[config.mk]
export PLATFORM = sky130hd
export DESIGN_NAME = regfile_wr_sched_flat
export DESIGN_NICKNAME = d
export VERILOG_FILES = /design/src/rtl/cpu_pkg.sv /design/src/rtl/regfile_wr_sched_if.sv /design/src/rtl/regfile_wr_fifo.sv /design/src/rtl/regfile_wr_sched.sv /design/src/flat_wrapper.sv
export SDC_FILE = /design/constraint.sdc
export NUM_CORES = 1
export LEC_CHECK = 0
export BUFFER_PORTS_ARGS = -buffer_cell sky130_fd_sc_hd__buf_2
export CAP_MARGIN = 10
export CORE_MARGIN = 5
export CORE_UTILIZATION = 50
export DETAILED_ROUTE_END_ITERATION = 16
export GPL_TIMING_DRIVEN = 0
export MAX_ROUTING_LAYER = met4
export PLACE_DENSITY = 0.71
export REMOVE_ABC_BUFFERS = 1
export SYNTH_ARGS = -nofsm -noshare
export SYNTH_HDL_FRONTEND = slang
export SYNTH_SLANG_ARGS = --single-unit
[constraint.sdc]
create_clock -name clk -period 2.8 [get_ports clk]
set_input_delay 0.14 -clock clk [delete_from_list [all_inputs] [get_ports clk]]
set_output_delay 0.14 -clock clk [all_outputs]
set_load 0.05 [all_outputs]
[src/rtl/cpu_pkg.sv]
// Shared CPU datapath definitions used by the register-file write scheduler.
//   REG_ADDR_W    : register-file address width (32 architectural registers)
//   DATA_W        : register-file data width
//   rf_wr_t       : one register-file write {destination, data}
//   sched_state_t : starvation-guard states of the write scheduler
package cpu_pkg;

  localparam int REG_ADDR_W = 5;
  localparam int DATA_W     = 32;

  typedef struct packed {
    logic [REG_ADDR_W-1:0] wn;
    logic [DATA_W-1:0]     wd;
  } rf_wr_t;

  typedef enum logic [1:0] {
    NORMAL = 2'd0,
    AGING  = 2'd1,
    FORCE  = 2'd2
  } sched_state_t;

endpackage

[src/rtl/regfile_wr_sched_if.sv]
// Bundle of all non-clock signals around the register-file write scheduler.
//   wb_*       : writeback-stage write request (valid, dest, data)
//   lu_issue*  : long-latency op issued, with its destination
//   lu_valid/lu_wn/lu_wd/lu_ready : long-latency result handshake
//   id_rn1/id_rn2/id_wn, id_stall : decode hazard query and stall
//   rf_we/rf_wn/rf_wd : register-file write port
// master = surrounding pipeline, slave = scheduler.
interface regfile_wr_sched_if;
  import cpu_pkg::*;

  logic                  wb_valid;
  logic [REG_ADDR_W-1:0] wb_wn;
  logic [DATA_W-1:0]     wb_wd;

  logic                  lu_issue;
  logic [REG_ADDR_W-1:0] lu_issue_wn;
  logic                  lu_valid;
  logic [REG_ADDR_W-1:0] lu_wn;
  logic [DATA_W-1:0]     lu_wd;
  logic                  lu_ready;

  logic [REG_ADDR_W-1:0] id_rn1;
  logic [REG_ADDR_W-1:0] id_rn2;
  logic [REG_ADDR_W-1:0] id_wn;
  logic                  id_stall;

  logic                  rf_we;
  logic [REG_ADDR_W-1:0] rf_wn;
  logic [DATA_W-1:0]     rf_wd;

  modport master (
    output wb_valid, wb_wn, wb_wd,
    output lu_issue, lu_issue_wn, lu_valid, lu_wn, lu_wd,
    output id_rn1, id_rn2, id_wn,
    input  lu_ready, id_stall, rf_we, rf_wn, rf_wd
  );

  modport slave (
    input  wb_valid, wb_wn, wb_wd,
    input  lu_issue, lu_issue_wn, lu_valid, lu_wn, lu_wd,
    input  id_rn1, id_rn2, id_wn,
    output lu_ready, id_stall, rf_we, rf_wn, rf_wd
  );

endinterface

[src/rtl/regfile_wr_fifo.sv]
// Synchronous FIFO of register-file writes buffering long-latency results.
//   clk, rst_n : clock, asynchronous active-low reset (empties the FIFO)
//   push, din  : write an entry (ignored when full)
//   pop, dout  : head entry, removed on pop (ignored when empty)
//   full, empty, count : occupancy
// DEPTH must be a power of two so the pointers wrap naturally.
module regfile_wr_fifo
  import cpu_pkg::*;
#(
  parameter int DEPTH = 2
) (
  input  logic                     clk,
  input  logic                     rst_n,
  input  logic                     push,
  input  rf_wr_t                   din,
  input  logic                     pop,
  output rf_wr_t                   dout,
  output logic                     full,
  output logic                     empty,
  output logic [$clog2(DEPTH):0]   count
);

  localparam int AW = $clog2(DEPTH);
  localparam int CW = AW + 1;

  rf_wr_t         mem [DEPTH];
  logic [AW-1:0]  wr_ptr;
  logic [AW-1:0]  rd_ptr;
  logic           wr_en;
  logic           rd_en;

  assign full  = (count == CW'(DEPTH));
  assign empty = (count == '0);
  assign wr_en = push && !full;
  assign rd_en = pop && !empty;
  assign dout  = mem[rd_ptr];

  always_ff @(posedge clk or negedge rst_n) begin
    if (!rst_n) begin
      wr_ptr <= '0;
      rd_ptr <= '0;
      count  <= '0;
    end else begin
      if (wr_en) wr_ptr <= wr_ptr + 1'b1;
      if (rd_en) rd_ptr <= rd_ptr + 1'b1;
      count <= count + CW'(wr_en) - CW'(rd_en);
    end
  end

  // Storage carries no reset: stale entries are unreachable once pointers clear.
  always_ff @(posedge clk) begin
    if (wr_en) mem[wr_ptr] <= din;
  end

endmodule

[src/rtl/regfile_wr_sched.sv]
// Register-file write-port scheduler and long-latency scoreboard.
//   clk, rst_n : clock, asynchronous active-low reset
//   bus        : regfile_wr_sched_if.slave (WB request, long-latency issue and
//                result handshake, decode hazard query/stall, RF write port)
// WB writes own the port; buffered long-latency results drain when WB is idle
// or writes r0. Registers with an outstanding long-latency write stall decode,
// and a result head left waiting STARVE_LIMIT cycles stalls decode so the WB
// slot empties and the head can drain.
module regfile_wr_sched
  import cpu_pkg::*;
#(
  parameter int DEPTH        = 2,
  parameter int STARVE_LIMIT = 4
) (
  input  logic               clk,
  input  logic               rst_n,
  regfile_wr_sched_if.slave  bus
);

  localparam int AGE_W = $clog2(STARVE_LIMIT + 1);
  localparam int CNT_W = $clog2(DEPTH) + 1;

  rf_wr_t             lu_ent;
  rf_wr_t             head;
  logic               full;
  logic               empty;
  logic [CNT_W-1:0]   count;
  logic               wb_take;
  logic               push;
  logic               pop;
  logic               head_left;

  logic [31:1]        pending;
  logic [31:1]        pending_nxt;
  logic               hazard;

  sched_state_t       state_q;
  sched_state_t       state_d;
  logic [AGE_W-1:0]   age_q;
  logic [AGE_W-1:0]   age_d;

  function automatic logic reg_pending(input logic [31:1] pv,
                                       input logic [REG_ADDR_W-1:0] rn);
    logic hit;
    hit = 1'b0;
    for (int i = 1; i < 32; i++) begin
      if (rn == REG_ADDR_W'(i)) hit = pv[i];
    end
    return hit;
  endfunction

  assign lu_ent  = {bus.lu_wn, bus.lu_wd};
  assign wb_take = bus.wb_valid && (bus.wb_wn != '0);
  assign pop     = !empty && !wb_take;
  assign push    = bus.lu_valid && !full;
  // Something remains at the head after this cycle's pop.
  assign head_left = (count > CNT_W'(1)) || push;

  assign bus.lu_ready = !full;

  regfile_wr_fifo #(.DEPTH(DEPTH)) u_fifo (
    .clk   (clk),
    .rst_n (rst_n),
    .push  (push),
    .din   (lu_ent),
    .pop   (pop),
    .dout  (head),
    .full  (full),
    .empty (empty),
    .count (count)
  );

  // Write port: WB first, then FIFO head; a head aimed at r0 pops silently.
  always_comb begin
    bus.rf_we = 1'b0;
    bus.rf_wn = '0;
    bus.rf_wd = '0;
    if (wb_take) begin
      bus.rf_we = 1'b1;
      bus.rf_wn = bus.wb_wn;
      bus.rf_wd = bus.wb_wd;
    end else if (!empty && (head.wn != '0)) begin
      bus.rf_we = 1'b1;
      bus.rf_wn = head.wn;
      bus.rf_wd = head.wd;
    end
  end

  // Scoreboard: an issue on the same edge as a drain of that register wins.
  always_comb begin
    pending_nxt = pending;
    for (int i = 1; i < 32; i++) begin
      if (pop && (head.wn == REG_ADDR_W'(i))) pending_nxt[i] = 1'b0;
      if (bus.lu_issue && (bus.lu_issue_wn == REG_ADDR_W'(i))) pending_nxt[i] = 1'b1;
    end
  end

  always_ff @(posedge clk or negedge rst_n) begin
    if (!rst_n) pending <= '0;
    else        pending <= pending_nxt;
  end

  assign hazard = reg_pending(pending, bus.id_rn1) ||
                  reg_pending(pending, bus.id_rn2) ||
                  reg_pending(pending, bus.id_wn);

  assign bus.id_stall = hazard || (state_q == FORCE);

  // Starvation guard: age counts cycles the current head has waited.
  always_comb begin
    state_d = state_q;
    age_d   = age_q;
    if (pop) begin
      age_d   = '0;
      state_d = head_left ? AGING : NORMAL;
    end else if (empty) begin
      age_d   = '0;
      state_d = NORMAL;
    end else begin
      unique case (state_q)
        NORMAL: age_d = AGE_W'(1);
        AGING, FORCE: age_d = (age_q >= AGE_W'(STARVE_LIMIT)) ? age_q : age_q + 1'b1;
        default: age_d = '0;
      endcase
      state_d = (age_d >= AGE_W'(STARVE_LIMIT)) ? FORCE : AGING;
    end
  end

  always_ff @(posedge clk or negedge rst_n) begin
    if (!rst_n) begin
      state_q <= NORMAL;
      age_q   <= '0;
    end else begin
      state_q <= state_d;
      age_q   <= age_d;
    end
  end

endmodule

[src/flat_wrapper.sv]
// flat-port wrapper written by rule: the top's interface ports become plain ports
module regfile_wr_sched_flat import cpu_pkg::*;
#(
  parameter int DEPTH        = 2,
  parameter int STARVE_LIMIT = 4
)
  (clk, rst_n, bus_wb_valid, bus_wb_wn, bus_wb_wd, bus_lu_issue, bus_lu_issue_wn, bus_lu_valid, bus_lu_wn, bus_lu_wd, bus_id_rn1, bus_id_rn2, bus_id_wn, bus_lu_ready, bus_id_stall, bus_rf_we, bus_rf_wn, bus_rf_wd);
  regfile_wr_sched_if bus_i ();
  input  logic clk;
  input  logic rst_n;
  input wire logic [$bits(bus_i.wb_valid)-1:0] bus_wb_valid;
  input wire logic [$bits(bus_i.wb_wn)-1:0] bus_wb_wn;
  input wire logic [$bits(bus_i.wb_wd)-1:0] bus_wb_wd;
  input wire logic [$bits(bus_i.lu_issue)-1:0] bus_lu_issue;
  input wire logic [$bits(bus_i.lu_issue_wn)-1:0] bus_lu_issue_wn;
  input wire logic [$bits(bus_i.lu_valid)-1:0] bus_lu_valid;
  input wire logic [$bits(bus_i.lu_wn)-1:0] bus_lu_wn;
  input wire logic [$bits(bus_i.lu_wd)-1:0] bus_lu_wd;
  input wire logic [$bits(bus_i.id_rn1)-1:0] bus_id_rn1;
  input wire logic [$bits(bus_i.id_rn2)-1:0] bus_id_rn2;
  input wire logic [$bits(bus_i.id_wn)-1:0] bus_id_wn;
  output wire logic [$bits(bus_i.lu_ready)-1:0] bus_lu_ready;
  output wire logic [$bits(bus_i.id_stall)-1:0] bus_id_stall;
  output wire logic [$bits(bus_i.rf_we)-1:0] bus_rf_we;
  output wire logic [$bits(bus_i.rf_wn)-1:0] bus_rf_wn;
  output wire logic [$bits(bus_i.rf_wd)-1:0] bus_rf_wd;
  assign bus_i.wb_valid = bus_wb_valid;
  assign bus_i.wb_wn = bus_wb_wn;
  assign bus_i.wb_wd = bus_wb_wd;
  assign bus_i.lu_issue = bus_lu_issue;
  assign bus_i.lu_issue_wn = bus_lu_issue_wn;
  assign bus_i.lu_valid = bus_lu_valid;
  assign bus_i.lu_wn = bus_lu_wn;
  assign bus_i.lu_wd = bus_lu_wd;
  assign bus_i.id_rn1 = bus_id_rn1;
  assign bus_i.id_rn2 = bus_id_rn2;
  assign bus_i.id_wn = bus_id_wn;
  assign bus_lu_ready = bus_i.lu_ready;
  assign bus_id_stall = bus_i.id_stall;
  assign bus_rf_we = bus_i.rf_we;
  assign bus_rf_wn = bus_i.rf_wn;
  assign bus_rf_wd = bus_i.rf_wd;
  regfile_wr_sched #(.DEPTH(DEPTH), .STARVE_LIMIT(STARVE_LIMIT)) u_core (.clk(clk), .rst_n(rst_n), .bus(bus_i));
endmodule
==> metrics.yaml, run 1 <==
async_flop_share_pct: 34.5
power_density_nw_per_um2: 977
core_area_sq_um: 12200
grt_max_degree: 40
drtIter0Drc: 399
drive_gt1_share_pct: 26.5
synth_most_common_cell: "o21ai_0"
fin_cells: 945
use_met3_pct: 4.83
synth_top_area_cell: "edfxtp_1"
grt_pass1_vias: 5566
wirelength_um: 16900
fin_area_sq_um: 8180
worst_pin_slew_ns: 0.923
numCtsBuffers: 17
cts.clk_slew.worst_paths_ns: 0.05
cts_tree: "done"
placedCellCount: 866
seqPwrFrac_pct: 35.8
yosysSeqAreaShare_pct: 51.1
drc: 0
io_buffers: 138
area_growth_pct: 30.6
worstHoldPathType: "in -> reg"
nets: 869
max_freq_mhz: 372
ant_nets: 0
synth.top_cell.area_share_pct: 35.5
crit_fanout: 39
ys_warn_count: 0
ir_worst_vdd_mv: 0.640
end_kind: "output port"
die_y_um: 122
synth-edff-count: 74
overflow: 0
drv_slew: 0
synth_cells: 588
path_buf_inv: 3
clk_root_buffer_cell: "clkbuf_16"
maxCapViolCount: 0
antenna_found_initial: 1
crit_path_top_delay_cell: "dfrtp_4"
grt_util_met1_pct: 29.0
synth_area_leaders: "edfxtp_1 35%, dfrtp_1 16%, o21ai_0 8.3%"
drtPass1Iterations: 4
p_leak_uw: 0.00338
grt-busiest-layer: "met2"
switching_share_pct: 38.6
vias: 5482
design.die.area_sq_um: 14900
status: "finished clean"
required_ns: 2.66
path_class: "reg -> out"
clk_latency_ns: 0.40
num_rows: 40
setup_viol: 0
gp_congestion: 0.893
fin_crit_sh_pct: 96.1
clockBufferDepth: 2
p_int_uw: 4910
vias_per_cell: 5.80
pin_count: 139
start_util_pct: 51.5
pwr-share-clk_pct: 27.7
p_comb_share_pct: 36.5
synthesis.area_sq_um: 6260
hold_violations: 0
p_sw_uw: 3080
final_util_pct: 67.2
startpoint_type: "flop"
wl_per_cell_um: 17.9
synthFlopType: "edfxtp_1"
groute.usage.overall_pct: 23.9
placed_area_sq_um: 7070
yosys-top-cells-count: "104 x o21ai_0, 74 x edfxtp_1, 63 x nand2_1"
critPathArrivalTime_ns: 2.55
syn_area_per_cell_sq_um: 10.6
cts.htree.levels: 4
grt_pass1_wl_um: 27200
period_needed_ns: 2.69
fp.dieW_um: 122
use_met2_pct: 40.0
dpl.hpwl_um: 12000
clock-sinks: 113
cp_top_family: "compound AO/OA/AOI/OAI gates"
synth_seq_cells: 113
slew_headroom_pct: 38.3
finClkSkew_ns: 0.00729
slowest_delay_ns: 0.59
crit_chain: "buf_16, o32ai_2, nand2_2, o21ai_4, buf_12, o21ai_0, buf_2"
synth_cell_type_count: 71
-- metrics by stage --
| step | hold slack (ns) | total power (uW) | setup slack (ns) | TNS [ns] |
|---|---|---|---|---|
| finish | 0.107 | 7990 | 0.110 | 0 |
| global placement | 0.282 | 5480 | -1.68 | -103.76 |
| detailed placement | 0.302 | 5580 | -0.153 | -4.43 |
| floorplan | -0.156 | 4700 | -1.02 | -45.38 |
| CTS | 0.0912 | 7960 | 0.0624 | 0 |
| global route | 0.120 | 8390 | -0.0155 | -0.0181 |
-- repair_timing --
| action | 4_1_cts | 5_1_grt |
|---|---|---|
| pin swaps | 3 | 0 |
| cloned | 1 | 0 |
| buffers inserted | 7 | 0 |
| endpoints found under the setup margin | 37 | 36 |
| endpoints found under the hold margin | 113 | 0 |
| hold buffers | 38 | 0 |
| resized for setup | 4 | 3 |
-- registers in the layout, summed over array words and instances, names as in the netlist --
signal,cells
u_core.pending,31
u_core.u_fifo.count,2
u_core.state_q,1
u_core.u_fifo.wr_ptr,1
u_core.age_q,3
u_core.u_fifo.mem,74
u_core.u_fifo.rd_ptr,1
-- cell usage in the layout (no fill, tap or decap), types with 7 or more instances in the layout --
| cell type | netlist | final |
|---|---|---|
| edfxtp_1 | 74 | 74 |
| inv_1 | 27 | 27 |
| ha_1 | 7 | 7 |
| nor2b_1 | 11 | 11 |
| nand2b_1 | 14 | 14 |
| nor2_1 | 16 | 15 |
| dfrtp_1 | 39 | 38 |
| clkbuf_16 | 0 | 17 |
| nand3_1 | 8 | 8 |
| o21ai_1 | 7 | 7 |
| nand2_1 | 63 | 62 |
| a21oi_1 | 12 | 12 |
| mux2i_1 | 49 | 49 |
| dlygate4sd3_1 | 0 | 38 |
| buf_2 | 14 | 138 |
| mux2_2 | 8 | 8 |
| o21ai_0 | 104 | 104 |
-- worst paths after layout --
path                                         from                     end  slack [ns]  depth (start not counted)
setup / recovery             u_core.u_fifo.rd_ptr           bus_rf_wd[23]        0.11                          7
hold / removal                 bus_lu_issue_wn[1]      u_core.pending[23]        0.11                          3
setup reg to reg           u_core.u_fifo.count[1]  u_core.u_fifo.count[1]        0.65                          7
hold reg to reg            u_core.u_fifo.count[1]  u_core.u_fifo.count[1]        0.53                          1
max in group asynchronous                   rst_n    u_core.u_fifo.rd_ptr        1.75                          2
min in group asynchronous                   rst_n      u_core.pending[24]        0.39                          2
-- layer usage --
metal  vias up  share of wire (%)
met4         0                2.3
met5         -                  0
met2       224                 49
met1      2642                 42
li1       2579                  -
met3        37                6.1
-- kinds of logic (layout without fill, tap and decap cells) --
kind of cell | count (synthesis) | after routing | share of synthesized area (%)
DFF | 113 | 113 | 51.1
and+or+nand+nor | 154 | 154 | 13.2
xor gates and xnor gates | 5 | 5 | 0.700
other | 0 | 1 | 0
adders and majority gates | 7 | 7 | 1.40
AOI/OAI and AO/OA | 190 | 191 | 18.6
muxes | 61 | 61 | 10.7
buffers and inverters | 58 | 245 | 4.30
-- tightest hold or removal path: stages --
cell	delay (ns)
buf_2	0.12
nand2_1	0.11
o21ai_0	0.09
-- power groups by stage --
stage / Combinational [uW] / Clock, uW / Sequential (uW)
2_1_floorplan: 1940 / 0 / 2750
3_3_place_gp: 2530 / 0 / 2950
3_5_place_dp: 2720 / 0 / 2860
4_1_cts: 2900 / 2220 / 2830
5_1_grt: 3160 / 2310 / 2920
6_report: 2920 / 2210 / 2860
-- layout make-up --
class,instances,area [sq um]
clock buffer,20,447
timing repair buffer,186,1210
multi-input combinational,418,2840
antenna,1,2.50
clock inverter,12,164
sequential,113,3200
inverter,27,101
fill,921,3980
tap,168,210
(Power assumes the default switching activity.)
==> run 2: changes to the inputs <==
--- a/config.mk
+++ b/config.mk
@@ -9,10 +9,11 @@
 export CAP_MARGIN = 10
 export CORE_MARGIN = 5
 export CORE_UTILIZATION = 50
+export CTS_BUF_LIST = sky130_fd_sc_hd__clkbuf_8
 export DETAILED_ROUTE_END_ITERATION = 16
 export GPL_TIMING_DRIVEN = 0
 export MAX_ROUTING_LAYER = met4
-export PLACE_DENSITY = 0.71
+export PLACE_DENSITY = 0.73
 export REMOVE_ABC_BUFFERS = 1
 export SYNTH_ARGS = -nofsm -noshare
 export SYNTH_HDL_FRONTEND = slang
==> constraint.sdc (replaced) <==
create_clock -name clk -period 2.19 [get_ports clk]
set_input_delay 0.1095 -clock clk [delete_from_list [all_inputs] [get_ports clk]]
set_output_delay 0.1095 -clock clk [all_outputs]
set_load 0.05 [all_outputs]
==> run 2 against run 1 <==
The run now ends with setup timing left. Cell area rose by 9.4%. First-iteration DRC count rose to 2.6 times the previous value. Die area did not move. Wire length rose by 57%. Sequential power rose by 30%. Clock-buffer cell count fell by 3. Largest power group unchanged.
==> metrics.yaml, run 2 (same netlist as run 1, synthesis figures left out) <==
status: "finished, violations left"
violations: "setup timing"
required_ns: 2.08  # -0.58 ns
num_rows: 40  # unchanged
core_area_sq_um: 12200  # unchanged
p_comb_share_pct: 49.7  # +13 points
path_buf_inv: 4  # +1
cts.htree.levels: 4  # unchanged
fin_total_pwr_uw: 11400  # +43%
maxCapViolCount: 0  # unchanged
vias: 6654  # +21%
p_sw_uw: 5140  # +67%
finClkSkew_ns: 0.0325  # +0.0252 ns
fp.dieW_um: 122  # unchanged
seqPwrFrac_pct: 32.5  # -3.3 points
startpoint: "u_core.u_fifo.rd_ptr"
setup_viol: 47  # +47
drv_slew: 0  # unchanged
crit_fanout: 7  # -82%
top_regs: "u_core.u_fifo.mem (74), u_core.pending (31), u_core.age_q (3)"
hold_violations: 0  # unchanged
final_util_pct: 73.5  # +6.3 points
slowest_delay_ns: 0.50  # -0.09 ns
area_growth_pct: 42.9
clk_latency_ns: 0.48  # +0.08 ns
crit_chain: "buf_12, o32ai_4, nand2_4, buf_6, o21ai_4, clkbuf_16, o21ai_2, buf_6"
cp.depth: 8  # +1
mostFrequentLayoutCells: "99 x buf_2, 74 x edfxtp_1, 70 x o21ai_0, 62 x nand2_1, 49 x mux2i_1"
final.setup.tns_ns: -13.48  # -13.48 ns
clock-sinks: 113  # unchanged
clockBufferDepth: 2  # unchanged
pin_count: 139  # unchanged
die_y_um: 122  # unchanged
clk_root_buffer_cell: "clkbuf_8"
largest-register: "u_core.u_fifo.mem"
drc: 0  # unchanged
ir_worst_vdd_mv: 0.944  # +47%
pwr-share-clk_pct: 17.8  # -9.9 points
gp_congestion: 0.888  # -0.48%
r2r-start: "u_core.u_fifo.rd_ptr"
numCtsBuffers: 17  # unchanged
path_class: "reg -> out"
overflow: 0  # unchanged
start_util_pct: 51.5  # unchanged
finalWorstSetupSlack_ns: -0.445  # -0.555 ns
worst_path_most_repeated_cell: "buf_6"
cp_top_family: "compound AO/OA/AOI/OAI gates"
dpl.hpwl_um: 12300  # +2.1%
wirelength_um: 26700  # +57%
cts_tree: "done"
power_density_nw_per_um2: 1280  # +31%
switching_share_pct: 44.9  # +6.4 points
p_leak_uw: 0.00363  # +7.3%
grt_pass1_wl_um: 35100  # +29%
grt_max_degree: 40  # unchanged
endpoint: "bus_rf_wd[26]"
groute.usage.overall_pct: 31.8  # +7.9 points
slew_headroom_pct: 32.3  # -6.0 points
rsz0062_at_grt: "yes"
drtPass1Iterations: 6  # +2
reg2reg_setup_slack_ns: -0.16  # -0.81 ns
drtIter0Drc: 1051  # +160%
cts.clk_slew.worst_paths_ns: 0.08  # +0.03 ns
largest_reg_flops: 74  # unchanged
r2r-end: "u_core.pending[7]"
worstHoldPathType: "in -> reg"
drive_gt1_share_pct: 35.0  # +8.4 points
startpoint_type: "flop"
p_int_uw: 6290  # +28%
crit_path_top_delay_cell: "dfrtp_4"
fin_crit_sh_pct: 120
vias_per_cell: 6.83  # +18%
max_freq_mhz: 380
critPathArrivalTime_ns: 2.53  # -0.02 ns
grt_pass1_vias: 6425  # +15%
nets: 898  # +3.3%
antenna_found_initial: 2  # +1
io_buffers: 138  # unchanged
design.die.area_sq_um: 14900  # unchanged
end_kind: "output port"
wl_per_cell_um: 27.4  # +53%
ant_nets: 0  # unchanged
layout_commonest_cell: "buf_2"
period_needed_ns: 2.63
worst_pin_slew_ns: 1.00  # +0.0822 ns
r2r_cells: 7  # unchanged
==> run 2: worst reg2reg max path, delay by kind of cell (launching register included) <==
kind / cells / cell delay, ns
flip-flops: 1 / 0.50
multiplexers: 1 / 0.34
AO/OA/AOI/OAI: 2 / 0.59
buffers and inverters: 2 / 0.31
AND/OR/NAND/NOR: 2 / 0.46
==> run 2: worst min-delay path by stage <==
stage                            start                      to  slack [ns]  cells past startpoint
finish              bus_lu_issue_wn[4]      u_core.pending[31]        0.05                      3
global route              bus_lu_valid    u_core.u_fifo.wr_ptr        0.07                      3
CTS                 bus_lu_issue_wn[4]      u_core.pending[31]        0.02                      3
detailed placement               rst_n  u_core.u_fifo.count[0]        0.25                      1
global placement                 rst_n  u_core.u_fifo.count[0]        0.23                      1
floorplan                        rst_n         u_core.age_q[0]       -0.19                      0
==> run 2: per-stage QoR <==
step | area [sq um] | worst slack, ns | instances | hold slack [ns]
3_3_place_gp | 6990 | -2.38 | 863 | 0.233
4_1_cts | 8690 | -0.387 | 967 | 0.0176
5_1_grt | 8940 | -0.519 | 974 | 0.0691
6_report | 8940 | -0.445 | 974 | 0.0510
2_1_floorplan | 6090 | -1.60 | 557 | -0.186
3_5_place_dp | 7070 | -1.14 | 867 | 0.253
==> run 2: power by group through the flow <==
stage | combinational [uW] | clock (uW) | sequential, uW
2_1_floorplan | 2480 | 0 | 3520
3_3_place_gp | 3230 | 0 | 3780
3_5_place_dp | 3480 | 0 | 3690
4_1_cts | 4950 | 1880 | 3580
5_1_grt | 5900 | 2080 | 3760
6_report | 5680 | 2030 | 3720
==> run 2: area by class of cell <==
class / instances / area, sq um
inverter: 27 / 104
tap: 168 / 210
timing repair buffer: 215 / 1840
antenna: 2 / 5.00
clock buffer: 17 / 234
multi-input combinational: 418 / 3210
clock inverter: 14 / 143
sequential: 113 / 3200
fill: 704 / 3220
==> run 2: per-layer routing <==
layer | track usage (%) | wire [um] | up-vias
met1 | 38.8 | 9230 | 3152
met3 | 5.94 | 3130 | 201
met2 | 51.6 | 12300 | 665
met5 | - | 0 | -
met4 | 14.4 | 1980 | 0
li1 | - | - | 2636
==> run 2: repair_timing <==
| action | in CTS | in global routing |
|---|---|---|
| endpoints found under the setup margin | 43 | 42 |
| resized for setup | 178 | 35 |
| gates cloned | 6 | 0 |
| hold endpoints to repair | 113 | 0 |
| pin swaps | 40 | 10 |
| hold buffers | 38 | 0 |
| setup buffers | 25 | 5 |
==> run 3: changes to the inputs <==
--- a/config.mk
+++ b/config.mk
@@ -15,6 +15,7 @@
 export MAX_ROUTING_LAYER = met4
 export PLACE_DENSITY = 0.73
 export REMOVE_ABC_BUFFERS = 1
+export SKIP_CTS_REPAIR_TIMING = 1
 export SYNTH_ARGS = -nofsm -noshare
 export SYNTH_HDL_FRONTEND = slang
 export SYNTH_SLANG_ARGS = --single-unit
==> run 3 against run 2 <==
The flow still finishes with violations (setup timing). Setup slack better by 0.018 ns. Combinational power down 4.8%. Maximum frequency up 0.69%. Clock power down 4%. First-iteration DRC count down 28%. Register-to-register slack better by 0.05 ns. Power down 3.6%. Core utilization down 0.56 points. Hold slack better by 0.012 ns. Critical path type unchanged. Critical endpoint is now bus_rf_wd[27]. Largest power group unchanged.
==> metrics.yaml, run 3 (same netlist as run 1, synthesis figures left out) <==
cts.clk_slew.worst_paths_ns: 0.07  # about the same
top_regs: "u_core.u_fifo.mem (74), u_core.pending (31), u_core.age_q (3)"
design.die.area_sq_um: 14900  # unchanged
io_buffers: 138  # unchanged
multi_input_area_sq_um: 3160  # -1.5%
clk_root_buffer_cell: "clkbuf_8"
critPathArrivalTime_ns: 2.51  # -0.02 ns
grt-busiest-layer: "met2"
r2r-start: "u_core.u_fifo.rd_ptr"
finClkSkew_ns: 0.0137  # -0.0188 ns
final.setup.tns_ns: -12.28  # +1.19 ns
setup_viol: 41  # -13%
drtIter0Drc: 753  # -28%
nets: 897  # -0.11%
register_area_sq_um: 3210  # about the same
drv_slew: 0  # unchanged
path_class: "reg -> out"
mostFrequentLayoutCells: "99 x buf_2, 74 x edfxtp_1, 69 x o21ai_0, 62 x nand2_1, 49 x mux2i_1"
r2r-end: "u_core.pending[16]"
slowest_delay_ns: 0.57  # +0.07 ns
p_int_uw: 6260  # -0.59%
grt_pass1_vias: 5380  # -16%
groute.usage.overall_pct: 23.2  # -8.6 points
area_growth_pct: 41.8
fp.dieW_um: 122  # unchanged
end_kind: "output port"
grt_max_degree: 40  # unchanged
numCtsBuffers: 17  # unchanged
path_buf_inv: 6  # +2
crit_fanout: 8  # +1
hold_start: "bus_lu_issue_wn[4]"
hold_depth: 3  # unchanged
worst_pin_slew_ns: 0.914  # -0.0913 ns
startpoint_type: "flop"
gp_congestion: 0.888  # unchanged
crit_path_top_delay_cell: "dfrtp_4"
whs_ns: 0.0627  # +0.0117 ns
drc: 0  # unchanged
placedCellCount: 867  # unchanged
violations: "setup timing"
wirelength_um: 23200  # -13%
wl_per_cell_um: 23.8  # -13%
ant_nets: 0  # unchanged
vias: 6195  # -6.9%
grt_pass1_wl_um: 26100  # -25%
dpl.hpwl_um: 12300  # unchanged
die_y_um: 122  # unchanged
grt_util_met1_pct: 28.4  # -10 points
p_leak_uw: 0.00361  # -0.43%
clk_latency_ns: 0.46  # -0.02 ns
drtPass1Iterations: 12  # +6
placed_area_sq_um: 7070  # unchanged
pwr-share-clk_pct: 17.6  # -0.2 points
p_comb_share_pct: 49.1  # -0.6 points
overflow: 0  # unchanged
start_util_pct: 51.5  # unchanged
power_density_nw_per_um2: 1240  # -2.8%
period_needed_ns: 2.62  # -0.0180 ns
switching_share_pct: 43.3  # -1.7 points
fin_area_sq_um: 8880  # -0.76%
reg2reg_setup_slack_ns: -0.11  # +0.05 ns
ir_worst_vdd_mv: 0.991  # +5.0%
fillers: 743  # +5.5%
r2r_cells: 8  # +1
hold_violations: 0  # unchanged
core_area_sq_um: 12200  # unchanged
drive_gt1_share_pct: 34.5  # -0.45 points
cts_tree: "done"
antenna_found_initial: 1  # -1
required_ns: 2.08  # about the same
largest_reg_flops: 74  # unchanged
cp_top_family: "buffers and inverters"
num_rows: 40  # unchanged
largest-register: "u_core.u_fifo.mem"
seqPwrFrac_pct: 33.4  # +0.9 points
status: "finished, violations left"
fin_cells: 972  # -0.21%
max_freq_mhz: 382  # +0.69%
crit_chain: "buf_16, mux2_4, inv_4, nand2_4, o21ai_4, buf_12, buf_12, buf_4, o21ai_4, buf_6"
finalWorstSetupSlack_ns: -0.427  # +0.0180 ns
holdPathEnd: "u_core.pending[31]"
rsz0062_at_grt: "yes"
cts.htree.levels: 4  # unchanged
slew_headroom_pct: 39.1  # +6.8 points
pre_cts_slack_ns: -1.14  # unchanged
pin_count: 139  # unchanged
use_met3_pct: 5.62  # -0.32 points
p_sw_uw: 4770  # -7.2%
layout_commonest_cell: "buf_2"
clockBufferDepth: 2  # unchanged
fin_crit_sh_pct: 119  # -0.82 points
worstHoldPathType: "in -> reg"
vias_per_cell: 6.37  # -6.7%
use_met2_pct: 38.0  # -14 points
clock-sinks: 113  # unchanged
maxCapViolCount: 0  # unchanged
run 3: cell types whose count changed in the layout (fill, tap and decap cells not counted), sizes merged:
cell,delta
buf,-2
bufbuf,-1
clkbuf,+3
diode,-1
o21ai,-1
run 3: cell type report:
type	count	area share (%)
clock buffer	17	2.64
clock inverter	14	1.61
timing repair buffer	215	20.5
tap	168	2.37
sequential	113	36.1
multi-input combinational	417	35.6
inverter	27	1.17
antenna	1	0.0282
run 3: worst reg2reg max path, cell delays in order (launching register included):
cell     delay, ns
dfrtp_4       0.57
buf_16        0.18
mux2_4        0.23
inv_4         0.05
buf_6         0.11
nor3_4        0.24
nand2_1       0.17
o21ai_0       0.35
o21ai_0       0.23
run 3: layer usage:
| layer | part of all wire (%) | vias to the layer above |
|---|---|---|
| li1 | - | 2633 |
| met1 | 37 | 2953 |
| met2 | 49 | 510 |
| met3 | 9.6 | 99 |
| met4 | 4.4 | 0 |
| met5 | 0 | - |
run 3: metrics by stage:
step | power (uW) | util, %
floorplan | 6000 | -
global placement | 7010 | 57.5
detailed placement | 7160 | 58.2
CTS | 9020 | 61.3
global route | 11400 | 73.0
finish | 11000 | 73.0
run 3: power by group through the flow:
| stage | Clock (uW) | Sequential [uW] | Combinational [uW] |
|---|---|---|---|
| after floorplan | 0 | 3520 | 2480 |
| after global placement | 0 | 3780 | 3230 |
| after detailed placement | 0 | 3690 | 3480 |
| after CTS | 1880 | 3640 | 3490 |
| after global routing | 2010 | 3740 | 5680 |
| final | 1940 | 3680 | 5410 |
run 3: worst max path at each step:
stage | endpoint | cells past startpoint | slack, ns | startpoint
after floorplan | bus_rf_wd[0] | 4 | -1.60 | u_core.u_fifo.rd_ptr
after global placement | bus_rf_wd[8] | 4 | -2.38 | u_core.u_fifo.rd_ptr
after detailed placement | bus_rf_wn[1] | 7 | -1.14 | u_core.u_fifo.rd_ptr
after CTS | bus_rf_wn[1] | 7 | -1.63 | u_core.u_fifo.rd_ptr
after global routing | bus_id_stall | 7 | -0.49 | u_core.pending[20]
final | bus_rf_wd[27] | 10 | -0.43 | u_core.u_fifo.rd_ptr
